$ cat config.mk
export PLATFORM = sky130hd
export DESIGN_NAME = alu_div_sched
export DESIGN_NICKNAME = d
export VERILOG_FILES = /design/src/rtl/alu_div_sched.sv
export SDC_FILE = /design/constraint.sdc
export NUM_CORES = 1
export LEC_CHECK = 0
export ABC_AREA = 0
export BUFFER_PORTS_ARGS = -buffer_cell sky130_fd_sc_hd__buf_2
export CORE_MARGIN = 10
export CORE_UTILIZATION = 33
export CTS_CLUSTER_SIZE = 20
export DETAILED_ROUTE_END_ITERATION = 12
export PLACE_DENSITY = 0.64
export SYNTH_ARGS = -nofsm -noshare
export SYNTH_HDL_FRONTEND = slang
export SYNTH_SLANG_ARGS = --single-unit
$ cat constraint.sdc
create_clock -name clk -period 3.3 [get_ports clk]
set_input_delay 0.165 -clock clk [delete_from_list [all_inputs] [get_ports clk]]
set_output_delay 0.165 -clock clk [all_outputs]
set_load 0.005 [all_outputs]
$ cat src/rtl/alu_div_sched.sv
// Sequential restoring divider shared by two requesters through a round-robin arbiter.
// Operands are captured at grant, and the result is held until the consumer accepts it.
module alu_div_sched #(
    parameter int WIDTH = 8,
    parameter int CW    = 4
) (
    input  logic               clk,
    input  logic               rst,
    input  logic [1:0]         req_valid,
    output logic [1:0]         req_ready,
    input  logic [2*WIDTH-1:0] req_dividend,
    input  logic [2*WIDTH-1:0] req_divisor,
    output logic               rsp_valid,
    input  logic               rsp_ready,
    output logic               rsp_id,
    output logic [WIDTH-1:0]   rsp_quotient,
    output logic [WIDTH-1:0]   rsp_remainder,
    output logic               rsp_div_zero,
    output logic               busy
);

    typedef enum logic [1:0] {IDLE, CALC, DONE} state_t;

    state_t           state_q, state_d;
    logic             last_q, last_d;
    logic             id_q, id_d;
    logic             dz_q, dz_d;
    logic             vld_q, vld_d;
    logic [WIDTH-1:0] dvd_q, dvd_d;
    logic [WIDTH-1:0] dvs_q, dvs_d;
    logic [WIDTH-1:0] rem_q, rem_d;
    logic [WIDTH-1:0] quo_q, quo_d;
    logic [CW-1:0]    cnt_q, cnt_d;

    logic             gnt_any, gnt_idx;
    logic [WIDTH-1:0] sel_dvd, sel_dvs;
    logic [WIDTH:0]   shifted, diff;
    logic             ge;

    always_comb begin
        gnt_any   = 1'b0;
        gnt_idx   = 1'b0;
        req_ready = 2'b00;
        if (state_q == IDLE) begin
            case (req_valid)
                2'b01:   gnt_idx = 1'b0;
                2'b10:   gnt_idx = 1'b1;
                2'b11:   gnt_idx = ~last_q;
                default: gnt_idx = 1'b0;
            endcase
            gnt_any   = |req_valid;
            req_ready = gnt_any ? (gnt_idx ? 2'b10 : 2'b01) : 2'b00;
        end
    end

    assign sel_dvd = gnt_idx ? req_dividend[2*WIDTH-1:WIDTH] : req_dividend[WIDTH-1:0];
    assign sel_dvs = gnt_idx ? req_divisor[2*WIDTH-1:WIDTH]  : req_divisor[WIDTH-1:0];

    // rem < divisor keeps shifted < 2*divisor, so the top bit of diff is a clean borrow flag.
    assign shifted = {rem_q, dvd_q[WIDTH-1]};
    assign diff    = shifted - {1'b0, dvs_q};
    assign ge      = ~diff[WIDTH];

    always_comb begin
        state_d = state_q;
        last_d  = last_q;
        id_d    = id_q;
        dz_d    = dz_q;
        vld_d   = vld_q;
        dvd_d   = dvd_q;
        dvs_d   = dvs_q;
        rem_d   = rem_q;
        quo_d   = quo_q;
        cnt_d   = cnt_q;
        case (state_q)
            IDLE: begin
                if (gnt_any) begin
                    id_d   = gnt_idx;
                    last_d = gnt_idx;
                    dvd_d  = sel_dvd;
                    dvs_d  = sel_dvs;
                    if (sel_dvs == '0) begin
                        quo_d   = '1;
                        rem_d   = sel_dvd;
                        dz_d    = 1'b1;
                        vld_d   = 1'b1;
                        state_d = DONE;
                    end else begin
                        quo_d   = '0;
                        rem_d   = '0;
                        dz_d    = 1'b0;
                        cnt_d   = '0;
                        state_d = CALC;
                    end
                end
            end
            CALC: begin
                dvd_d = {dvd_q[WIDTH-2:0], 1'b0};
                quo_d = {quo_q[WIDTH-2:0], ge};
                rem_d = ge ? diff[WIDTH-1:0] : shifted[WIDTH-1:0];
                if (cnt_q == CW'(WIDTH - 1)) begin
                    vld_d   = 1'b1;
                    state_d = DONE;
                end else begin
                    cnt_d = cnt_q + CW'(1);
                end
            end
            DONE: begin
                if (rsp_ready) begin
                    vld_d   = 1'b0;
                    state_d = IDLE;
                end
            end
            default: state_d = IDLE;
        endcase
    end

    always_ff @(posedge clk) begin
        if (!rst) begin
            state_q <= IDLE;
            last_q  <= 1'b1;
            id_q    <= 1'b0;
            dz_q    <= 1'b0;
            vld_q   <= 1'b0;
            dvd_q   <= '0;
            dvs_q   <= '0;
            rem_q   <= '0;
            quo_q   <= '0;
            cnt_q   <= '0;
        end else begin
            state_q <= state_d;
            last_q  <= last_d;
            id_q    <= id_d;
            dz_q    <= dz_d;
            vld_q   <= vld_d;
            dvd_q   <= dvd_d;
            dvs_q   <= dvs_d;
            rem_q   <= rem_d;
            quo_q   <= quo_d;
            cnt_q   <= cnt_d;
        end
    end

    assign rsp_valid     = vld_q;
    assign rsp_id        = id_q;
    assign rsp_quotient  = quo_q;
    assign rsp_remainder = rem_q;
    assign rsp_div_zero  = dz_q;
    assign busy          = (state_q != IDLE);

endmodule

==> metrics.txt <==
Avg Cell Area, Syn 7.850 um2; vias per cell 5.149; EDFF count, synth 0; crit share post-route 0.7643; Fin. Hold Viols 0; drt wl/cell 15.10 um; Final ANT Viol Nets 0; Yosys cell types 45; sequential-to-total area share from yosys stat 0.3535; Required @ worst endpoint 3.53 ns; ys flop type dfxtp_1; RePlAce Congestion 0.8368; status finished clean; grt total ovfl 0; commonest non-fill, non-tap cell in the layout buf_2; Starting Density 0.3444; CTS sink cnt 42; Final Instance Count excl. Fillers 451; R2R Setup Slk 0.78 ns; Initial DRC Count 139; GRT Util Overall 0.1198; Netlist Area Pre-Place 2379 um2; Power Total 0.001550 W; post-synthesis adder-cell area fraction 0.05576; max cap viols 0; largest net degree at the start of global routing 30; Max FO, Critical Path 9; Startpoint Class flop; Die ar. 11000 um2; Placed Cells 443; R2R depth 9; postcts setup bufs 0; Chip Height 104.9 um; clk_skew 0.006348 ns; Slew Viols, Final 0; Worst Tran Pin Value 0.8136 ns; n_diodes 0; Worst slew margin 0.4576; vias in the first global route 2284; Synthesized Nets 350; setup tns final 0 ns; IO Pins 59; clk root buf clkbuf_8; # nets final 401; Worst EP arrival 2.75 ns; Synth Register Bits 42; crit end category flop; fraction of registers with async set/reset 0; Row Count 30; CP Launch Point dvd_q[7]; crit path time final 2.522 ns; Residual DRC 0; simple-gate share of the synthesized area 0.2194; first-pass GRT wire length 11180 um; Core Area 6907 um2; Ys Warns 0; Worst-path clk slew 0.08 ns; CTS Buf Count 5; FMAX 396.5 MHz; antenna violations before repair 0; cells after synthesis 303; PD cells 547.9 nW/um2; CP Capture Point rsp_remainder[4]; post-synthesis mux area share 0.03787; Clock Latency Late Sink 0.29 ns; leakage 1.183 nW; Clock Path Buffers 2; worst reg2reg endpoint rsp_remainder[4]; final WL 6809 um; post-synthesis compound-gate area fraction 0.2730; via count 2322; XOR/XNOR Fraction of Synth Area 0.007365; Worst VDD drop 0.1976 mV; Initial DRT Pass Iterations 4; hold crit path type primary input to flop; DP HPWL 5200 um; die width 104.9 um; CTS H-Tree Depth 2; most frequent cells in the layout buf_2, nand2_1, dfxtp_1; largest family of logic cells by synthesized area compound AO/OA/AOI/OAI gates; PortBufs 58; CTS tree built; cts hold-fix bufs 0; final setup fails 0; RSZ-0062 raised after global routing false; critical path class flop to flop; post_cts resized 0; fraction of layout cells with a size suffix above 1 0.2310; worst r2r src dvd_q[7]; Area growth syn-to-layout 18.94%
where the power goes:
part / leakage (nW) / internal, W / switching, W
combinational: 0.789 / 0.000248 / 0.000324
sequential: 0.346 / 0.000574 / 0.0000564
clock: 0.0472 / 0.000168 / 0.000179
total: 1.18 / 0.000990 / 0.000560
how the worst min path moves through the flow:
| stage | startpoint | depth (start not counted) | slack [ns] | to |
|---|---|---|---|---|
| after floorplan | req_divisor[8] | 2 | 0.32 | dvs_q[0] |
| after global placement | dvd_q[0] | 2 | 0.45 | dvd_q[0] |
| after detailed placement | req_divisor[12] | 3 | 0.45 | dvs_q[4] |
| after CTS | req_divisor[12] | 3 | 0.13 | dvs_q[4] |
| after global routing | req_divisor[4] | 3 | 0.14 | dvs_q[4] |
| final | req_divisor[15] | 3 | 0.14 | dvs_q[7] |
critical path, cell delays in order (launching register included):
cell,delay [ns]
dfxtp_1,0.36
inv_1,0.05
ha_1,0.22
fa_1,0.39
nand2b_1,0.19
a21oi_1,0.25
o22a_2,0.28
mux2i_4,0.41
a221oi_1,0.14
a21oi_1,0.17
kinds of logic (layout without fill, tap and decap cells):
family	Yosys count	in the layout
buffers and inverters	31	83
adder cells (fa/ha/maj)	10	10
XOR/XNOR	2	2
AND/OR/NAND/NOR	112	112
flip-flops	42	42
AO/OA/AOI/OAI	101	101
multiplexers	5	5
flip-flops by register name (all words and copies together) (netlist names):
signal         cells
state_q            2
rsp_id             1
dvd_q              8
dvs_q              8
rsp_quotient       8
rsp_remainder      8
rsp_valid          1
rsp_div_zero       1
cnt_q              4
last_q             1
through the flow:
step                        util  hold WS, ns  instance area [um2]  setup WS (ns)
after floorplan                -       0.3240                 2379          1.111
final                     0.4096       0.1424                 2829         0.7779
after global routing      0.4096       0.1397                 2829         0.5881
after CTS                 0.4096       0.1268                 2829         0.7875
after global placement    0.3958       0.4461                 2734         0.9436
after detailed placement  0.3958       0.4514                 2734         0.8306
cell usage after synthesis, types with 2 or more instances:
| cell | n | area share |
|---|---|---|
| a21oi_1 | 30 | 0.063 |
| a221oi_1 | 6 | 0.022 |
| a311oi_1 | 8 | 0.029 |
| a31oi_1 | 8 | 0.021 |
| and2_1 | 2 | 0.0053 |
| buf_2 | 2 | 0.0042 |
| clkbuf_1 | 12 | 0.019 |
| dfxtp_1 | 42 | 0.35 |
| ha_1 | 9 | 0.047 |
| inv_1 | 14 | 0.022 |
| mux2_2 | 2 | 0.0095 |
| mux2i_4 | 3 | 0.028 |
| nand2_1 | 45 | 0.071 |
| nand2b_1 | 10 | 0.026 |
| nand3_1 | 12 | 0.025 |
| nor2_1 | 26 | 0.041 |
| nor2b_1 | 2 | 0.0053 |
| nor4_1 | 4 | 0.011 |
| o21a_1 | 4 | 0.013 |
| o21ai_0 | 28 | 0.059 |
| o221a_2 | 2 | 0.0095 |
| o221ai_1 | 6 | 0.022 |
| o31a_1 | 2 | 0.0074 |
| or2_2 | 2 | 0.0053 |
| xor2_1 | 2 | 0.0074 |
routing by layer:
metal	wire length [um]	vias to the layer above	track usage
li1	-	1189	-
met1	3437	1060	0.1626
met2	2980	69	0.1793
met3	328	4	0.03194
met4	63	0	0.03824
met5	0	-	0
final cells by class:
cell class | instances | area [um2]
inverter | 15 | 56.30
timing repair buffer | 60 | 305.3
clock buffer | 6 | 82.58
sequential | 42 | 840.8
clock inverter | 2 | 12.51
tap | 96 | 120.1
fill | 746 | 4078
multi-input combinational | 230 | 1411
(Power assumes the default switching activity.)
